`src/rtl/bus_pkg.sv`:
```
// Shared types for the memory-mapper data bus: master indices, request bundle
// and default bus widths.
package bus_pkg;

  localparam int BUS_ADDR_W = 32;
  localparam int BUS_DATA_W = 32;
  localparam int BUS_BE_W   = BUS_DATA_W / 8;

  typedef enum logic {
    MST_CPU = 1'b0,
    MST_DMA = 1'b1
  } mst_e;

  typedef struct packed {
    logic [BUS_ADDR_W-1:0] addr;
    logic [BUS_DATA_W-1:0] wr_data;
    logic [BUS_BE_W-1:0]   wr_en;
    logic                  req;
    logic                  lock;
  } bus_req_t;

endpackage

```
`src/rtl/rr_arbiter2.sv`:
```
// Two-way round-robin pick: a lone requester wins; on contention the master
// that did not win last time is chosen.
module rr_arbiter2
  import bus_pkg::*;
(
  input  logic [1:0] req,
  input  mst_e       last_gnt,
  output logic [1:0] gnt
);

  always_comb begin
    gnt = req;
    if (req == 2'b11) begin
      gnt = (last_gnt == MST_CPU) ? 2'b10 : 2'b01;
    end
  end

endmodule

```
`src/rtl/data_bus_arbiter.sv`:
```
// CPU/DMA arbiter in front of the memory-mapper data bus: round-robin grant,
// optional bus lock with forced release, and one-cycle read-data return.
module data_bus_arbiter
  import bus_pkg::*;
#(
  parameter int ADDR_W          = BUS_ADDR_W,
  parameter int DATA_W          = BUS_DATA_W,
  parameter int MAX_LOCK_CYCLES = 64
) (
  input  logic                clk,
  input  logic                reset,
  input  logic                m0_req,
  input  logic                m0_lock,
  input  logic [ADDR_W-1:0]   m0_addr,
  input  logic [DATA_W-1:0]   m0_wr_data,
  input  logic [DATA_W/8-1:0] m0_wr_en,
  output logic                m0_gnt,
  output logic [DATA_W-1:0]   m0_rd_data,
  output logic                m0_rd_valid,
  input  logic                m1_req,
  input  logic                m1_lock,
  input  logic [ADDR_W-1:0]   m1_addr,
  input  logic [DATA_W-1:0]   m1_wr_data,
  input  logic [DATA_W/8-1:0] m1_wr_en,
  output logic                m1_gnt,
  output logic [DATA_W-1:0]   m1_rd_data,
  output logic                m1_rd_valid,
  output logic [ADDR_W-1:0]   bus_addr,
  output logic [DATA_W-1:0]   bus_wr_data,
  output logic [DATA_W/8-1:0] bus_wr_en,
  input  logic [DATA_W-1:0]   bus_rd_data,
  output logic                lock_timeout
);

  localparam int CNT_W = $clog2(MAX_LOCK_CYCLES + 1);

  mst_e             last_gnt;
  mst_e             lock_owner;
  logic             owner_locked;
  logic [CNT_W-1:0] lock_cnt;
  logic [1:0]       rd_pending;

  logic       timeout_now;
  logic       eff_locked;
  mst_e       eff_last;
  logic       owner_lock;
  logic       other_req;
  logic [1:0] req;
  logic [1:0] rr_gnt;
  logic [1:0] gnt;

  // A lock that has starved the other master this long is dropped in the same
  // cycle, and the round-robin pointer is turned so the waiting master wins.
  assign req         = {m1_req, m0_req};
  assign timeout_now = owner_locked && (lock_cnt == CNT_W'(MAX_LOCK_CYCLES));
  assign eff_locked  = owner_locked && !timeout_now;
  assign eff_last    = timeout_now ? lock_owner : last_gnt;
  assign owner_lock  = (lock_owner == MST_DMA) ? m1_lock : m0_lock;
  assign other_req   = (lock_owner == MST_DMA) ? m0_req : m1_req;

  rr_arbiter2 u_rr (
    .req      (req),
    .last_gnt (eff_last),
    .gnt      (rr_gnt)
  );

  always_comb begin
    gnt = 2'b00;
    if (reset) begin
      gnt = 2'b00;
    end else if (eff_locked) begin
      gnt = (lock_owner == MST_DMA) ? {m1_req, 1'b0} : {1'b0, m0_req};
    end else begin
      gnt = rr_gnt;
    end
  end

  assign m0_gnt       = gnt[0];
  assign m1_gnt       = gnt[1];
  assign lock_timeout = timeout_now && !reset;
  assign m0_rd_valid  = rd_pending[0] && !reset;
  assign m1_rd_valid  = rd_pending[1] && !reset;
  assign m0_rd_data   = bus_rd_data;
  assign m1_rd_data   = bus_rd_data;

  always_comb begin
    bus_addr    = '0;
    bus_wr_data = '0;
    bus_wr_en   = '0;
    if (gnt[0]) begin
      bus_addr    = m0_addr;
      bus_wr_data = m0_wr_data;
      bus_wr_en   = m0_wr_en;
    end else if (gnt[1]) begin
      bus_addr    = m1_addr;
      bus_wr_data = m1_wr_data;
      bus_wr_en   = m1_wr_en;
    end
  end

  always_ff @(posedge clk) begin
    if (reset) begin
      last_gnt     <= MST_DMA;
      lock_owner   <= MST_CPU;
      owner_locked <= 1'b0;
      lock_cnt     <= '0;
      rd_pending   <= 2'b00;
    end else begin
      // Read data comes back one cycle after the address phase.
      rd_pending <= {gnt[1] && (m1_wr_en == '0), gnt[0] && (m0_wr_en == '0)};

      if (gnt[0]) begin
        last_gnt <= MST_CPU;
      end else if (gnt[1]) begin
        last_gnt <= MST_DMA;
      end else if (timeout_now) begin
        last_gnt <= lock_owner;
      end

      if (eff_locked) begin
        if (!owner_lock) begin
          owner_locked <= 1'b0;
          lock_cnt     <= '0;
        end else begin
          lock_cnt <= other_req ? lock_cnt + CNT_W'(1) : '0;
        end
      end else begin
        lock_cnt <= '0;
        if (gnt[0] && m0_lock) begin
          owner_locked <= 1'b1;
          lock_owner   <= MST_CPU;
        end else if (gnt[1] && m1_lock) begin
          owner_locked <= 1'b1;
          lock_owner   <= MST_DMA;
        end else begin
          owner_locked <= 1'b0;
        end
      end
    end
  end

endmodule

```
`config.mk`:
```
export PLATFORM = sky130hd
export DESIGN_NAME = data_bus_arbiter
export DESIGN_NICKNAME = d
export VERILOG_FILES = /design/src/rtl/bus_pkg.sv /design/src/rtl/rr_arbiter2.sv /design/src/rtl/data_bus_arbiter.sv
export SDC_FILE = /design/constraint.sdc
export NUM_CORES = 1
export LEC_CHECK = 0
export BUFFER_PORTS_ARGS = -buffer_cell sky130_fd_sc_hd__buf_2
export CAP_MARGIN = 0
export CORE_AREA = 3 3 121 123
export DETAILED_ROUTE_END_ITERATION = 10
export DIE_AREA = 0 0 124 126
export PLACE_DENSITY = 0.43
export SKIP_LAST_GASP = 1
export SYNTH_ARGS = -nofsm -noshare
export SYNTH_HDL_FRONTEND = slang
export SYNTH_SLANG_ARGS = --single-unit
```
`constraint.sdc`:
```
create_clock -name clk -period 4.24 [get_ports clk]
set_input_delay 0.212 -clock clk [delete_from_list [all_inputs] [get_ports clk]]
set_output_delay 0.212 -clock clk [all_outputs]
set_load 0.02 [all_outputs]
```
* After elaboration in Yosys (flattened, before gate mapping)
Cells that the tools add are included.
Word-level totals: memories kept 0, word-level logic and storage cells 50, bits in writable memories 0, bits in latches 0, bits in read-only memories 0, register bits after elaboration 12, bits of input ports 174, output and inout bits 137
Operators by class: add/sub/neg operators 1, multiplexer cells 22, shifts and indexed selects 0, $mul 0, bitwise operators 3, equality and inequality tests 3, divide/modulo/power cells 0, reductions and logical operators 16, $lt $le $gt $ge 0
Operators with widths (count):
- 2-to-1 mux 32 bit | 4
- 2-to-1 mux 1 bit | 11
- 2-to-1 mux 2 bit | 5
- logical AND 1 bit | 9
- logical NOT 4 bit | 2
- 2-to-1 mux 4 bit | 2
- adder 7 x 1 -> 7 bit (second input constant) | 1
- equality test 7 bit (second input constant) | 1
- OR reduction 4 bit | 1
- inverter 1 bit | 3
- equality test 2 bit (second input constant) | 1
- logical NOT 1 bit | 2
- inequality test 2 bit (second input constant) | 1
- AND reduction 2 bit | 1
- nonzero test 2 bit | 1

* Depth between registers and ports, before layout
depth in word-level cells 11, mapped depth 9

* Hierarchy
A second synthesis with hierarchy kept.
Unflattened totals: cell total of the unflattened synthesis 377, area total of the unflattened synthesis 2720.1 µm²
Modules (own cells, without submodules):
- data_bus_arbiter | area each 2701.3 µm², cells an instance 374, seq. area each 240.2 µm², instances 1
- rr_arbiter2 | area each 18.8 µm², cells an instance 3, seq. area each 0.0 µm², instances 1

* Worst setup path after synthesis
No wires, ideal clock.
path type flip-flop to output port, start point register lock_cnt[0], end point output bus_wr_data[24], data required time 4.028 ns, path buffers 1, data arrival time 1.881 ns, cell stages (with the launch flop) 8, path slack 2.147 ns, cells stage by stage dfxtp_1 inv_1 ha_1 nor2b_1 and4_1 nor4_4 buf_6 a22o_1
On the way: elaborated cells between the ends (all ways) 11, those cells by class 1 x eq/ne; 7 x mux; 3 x reduce/logical
RTL lines:
- from (decl) | line data_bus_arbiter.sv:40 | logic [CNT_W-1:0] lock_cnt;
- from (signal assigned) | line data_bus_arbiter.sv:125 | lock_cnt <= other_req ? lock_cnt + CNT_W'(1) : '0;
- equality test 7 bit (*) | line data_bus_arbiter.sv:55 | assign timeout_now = owner_locked && (lock_cnt == CNT_W'(MAX_LOCK_CYCLES));
- logical AND 1 bit (*) | line data_bus_arbiter.sv:55
- 2-to-1 mux 1 bit
- 2-to-1 mux 2 bit | line rr_arbiter2.sv:14 | gnt = (last_gnt == MST_CPU) ? 2'b10 : 2'b01;
- 2-to-1 mux 2 bit | line rr_arbiter2.sv:13 | if (req == 2'b11) begin
- 2-to-1 mux 2 bit (*) | line data_bus_arbiter.sv:71 | end else if (eff_locked) begin
- 2-to-1 mux 2 bit (*) | line data_bus_arbiter.sv:69 | if (reset) begin
- via m0_gnt | line data_bus_arbiter.sv:17 | output logic m0_gnt,
- 2-to-1 mux 32 bit (*) | line data_bus_arbiter.sv:90 | if (gnt[0]) begin
- to (decl) | line data_bus_arbiter.sv:29 | output logic [DATA_W-1:0] bus_wr_data,
Mark *: on every way through the listed nets, which the timed path passes. The rest lies on a longest branch.

* Worst setup path after layout
start point register lock_cnt[5], end point output bus_addr[19]
On the way: longest elaborated chain between the ends 9, elaborated cells between the ends (all ways) 11, those cells by class 1 x eq/ne; 7 x mux; 3 x reduce/logical
Ends and longest elaborated chain:
- equality test 7 bit (*) | line data_bus_arbiter.sv:55
- logical AND 1 bit (*) | line data_bus_arbiter.sv:55
- 2-to-1 mux 1 bit
- 2-to-1 mux 2 bit | line rr_arbiter2.sv:14
- 2-to-1 mux 2 bit | line rr_arbiter2.sv:13
- 2-to-1 mux 2 bit (*) | line data_bus_arbiter.sv:71
- 2-to-1 mux 2 bit (*) | line data_bus_arbiter.sv:69
- 2-to-1 mux 32 bit | line data_bus_arbiter.sv:94 | end else if (gnt[1]) begin
- 2-to-1 mux 32 bit (*) | line data_bus_arbiter.sv:90
- to (decl) | line data_bus_arbiter.sv:28 | output logic [ADDR_W-1:0] bus_addr,
Every way passes the cells marked *; elsewhere a longest branch is shown, timed or not.

==> run_results.csv <==
group,metric,value,unit
synthesis,synth_edf_count,0,
layout,final_cell_mix,"buf_2 (214), a22o_1 (67), dfxtp_1 (12)",
synthesis,synth.area.top_cells,"a22o_1 (30%), buf_4 (25%), dfxtp_1 (12%)",
synthesis,synth-async-reset-ratio,0,
layout,final_common_cell,"buf_2",
floorplan,dieArea,15600,sq um
global_route,overflow,0,
sta,hold_viol,0,
run,maxCapViolations,0,
floorplan,rows,43,
setup_path,cp_cell_sequence,"or4b_4 > o21ai_1 > o211a_2 > buf_4 > a22o_1 > buf_2",
clock_network,cts_setup_buffers,0,
synthesis,synth_ff_type,"dfxtp_1",
sta,rsz0062_at_grt,"no",
synthesis,synth_seq_cells,12,
power,p_per_area,229,nW/um^2
min_path,hp-class,"input pin to register",
sta,worst-slew-pin-transition,1.14,ns
placed_design,dp_hpwl,8.02,mm
layout,syn_to_final_growth,40.4,%
sta,maxSlewHeadroom,0.239,
clock_network,cts_tree,"done",
placed_design,place.gp.congestion,0.819,
layout,nets,551,
synthesis,synthCells,234,
setup_path,critPathSlowestCell,"o211a_2",
sta,setup_tns,0,ns
clock_network,clockBufferDepth,2,
route,drc_errors,0,
global_route,grt.total_usage,0.102,
clock_network,insertion_delay,0.24,ns
global_route,antenna_found_initial,1,
synthesis,syn_area,1940,sq um
route,antenna_left,0,
floorplan,io_pins,311,
route,drt_iter0_markers,99,
placed_design,postPlaceCellArea,2640,sq um
layout,final-seq-area,240,sq um
sta,skew,0.000582,ns
synthesis,synth_seq_area_share,0.124,
route,drt-total-wl,9.22,mm
synthesis,ys.warnings.count,0,
synthesis,synthesis.nets,410,
setup_path,cp-start-kind,"register",
clock_network,cts.sinks,12,
floorplan,die_x,124,um
sta,finalCritPeriodShare,0.753,
synthesis,avgSynthCellArea,8.30,sq um
floorplan,die_h,126,um
floorplan,initial_core_util,0.141,
setup_path,reg2reg_from,"lock_cnt[5]",
outcome,status,"finished, final reports clean",
global_route,grt_pass1_wl,12.2,mm
clock_network,clk_pin_slew_worst_paths,0.04,ns
global_route,grt_pass1_vias,2127,
placed_design,place_inst,550,
route,viasPerCell,4.18,
sta,final.min_clock_period,3.19,ns
route,wl_per_cell,16.6,um
clock_network,clockRootBuffer,"clkbuf_16",
layout,multi_input_area,1060,sq um
setup_path,end_kind,"output port",
layout,fin_area,2730,sq um
synthesis,yosysUniqueCellTypes,38,
layout,fin_cells,554,
sta,finalSetupViolations,0,
placed_design,numPortBuffers,214,
layout,drive_gt1_frac,0.607,
power,leakage,1.47,nW
sta,slew_violations,0,
min_path,min_from,"m1_lock",
global_route,grt_max_degree,57,
setup_path,cpPeakStageDelay,0.92,ns
setup_path,cp-startpoint,"lock_cnt[5]",
setup_path,cp_max_fo,56,
synthesis,yosys.area.top_type,"a22o_1",
synthesis,synth_top_area_frac,0.302,
setup_path,crit_arrival,2.98,ns
clock_network,cts_resized,0,
route,num_vias,2313,
layout,antennaDiodeCount,0,
clock_network,htreeDepth,1,
floorplan,core_area,13800,sq um
power,total_power,0.625,mW
sta,max_freq,313,MHz
power,max-vdd-ir-drop,97.3,uV
layout,nFillCells,1547,
setup_path,setup.worst_path.class,"register to output port",
route,firstDrtPassIters,4,
clock_network,cts_buffers,3,
layout,fin_util,0.198,
clock_network,cts-hold-fix-buffers,0,
setup_path,crit_required,4.03,ns
[cells in the mapped netlist (2+ instances only)]
| cell type | number |
|---|---|
| a21oi_1 | 2 |
| a22o_1 | 67 |
| and2_1 | 2 |
| and3_1 | 2 |
| buf_2 | 6 |
| buf_4 | 65 |
| buf_6 | 9 |
| dfxtp_1 | 12 |
| ha_1 | 2 |
| inv_1 | 5 |
| nand2_1 | 5 |
| nand2b_1 | 4 |
| nand3_1 | 3 |
| nand4_1 | 3 |
| nor2_1 | 10 |
| nor2b_1 | 6 |
| nor4_1 | 2 |
| o21a_1 | 2 |
| o21ai_0 | 5 |
| xnor2_1 | 3 |
| xor2_1 | 2 |
[area by class of cell]
cell class                 instances  share of cell area
sequential                        12              0.0881
inverter                           5             0.00688
clock buffer                       4              0.0326
multi-input combinational        136               0.389
timing repair buffer             217               0.401
tap                              180              0.0826
[per-stage QoR]
step | worst slack (ns) | hold WS, ns
5_1_grt | 0.898 | 0.309
3_5_place_dp | 1.31 | 0.424
3_3_place_gp | 1.39 | 0.424
2_1_floorplan | 2.15 | 0.322
6_report | 1.05 | 0.285
4_1_cts | 1.05 | 0.287
[path summary, 6_finish.rpt]
path / endpoint / slack, ns / cells after the start
worst max-delay path: bus_addr[19] / 1.05 / 6
worst min-delay path: owner_locked / 0.29 / 3
worst max register to register: rd_pending[1] / 1.92 / 4
worst min register to register: lock_cnt[0] / 0.46 / 1
[critical path: cells and delay by family, from the launching register on]
kind                   cells  cell delay, ns
AOI/OAI and AO/OA          3            1.22
and+or+nand+nor            1            0.59
buffers and inverters      2            0.51
DFF                        1            0.36
[flip-flops by register name, summed over array words and instances, names as in the netlist]
signal	count
owner_locked	1
rd_pending	2
last_gnt	1
lock_owner	1
lock_cnt	7
[per-layer routing]
| layer | vias to the layer above | track usage | wire, um |
|---|---|---|---|
| met4 | 0 | 0.0148 | 45 |
| li1 | 1085 | - | - |
| met5 | - | 0 | 0 |
| met3 | 5 | 0.0328 | 1010 |
| met2 | 139 | 0.173 | 4420 |
| met1 | 1084 | 0.127 | 3750 |
[cell families (layout without fill, tap and decap cells)]
kind of cell,after synthesis,after routing,share of synthesized area
compound gates,84,84,0.361
simple gates,44,44,0.144
buf+inv,86,226,0.330
flops,12,12,0.124
fa+ha+maj,2,2,0.0129
xor+xnor,5,5,0.0225
mux,1,1,0.00579
[power by group]
group	internal, mW	switching (mW)	total (mW)
Sequential	0.117	0.00637	0.123
Combinational	0.136	0.176	0.312
Clock	0.142	0.0479	0.190
(Power assumes the default switching activity.)
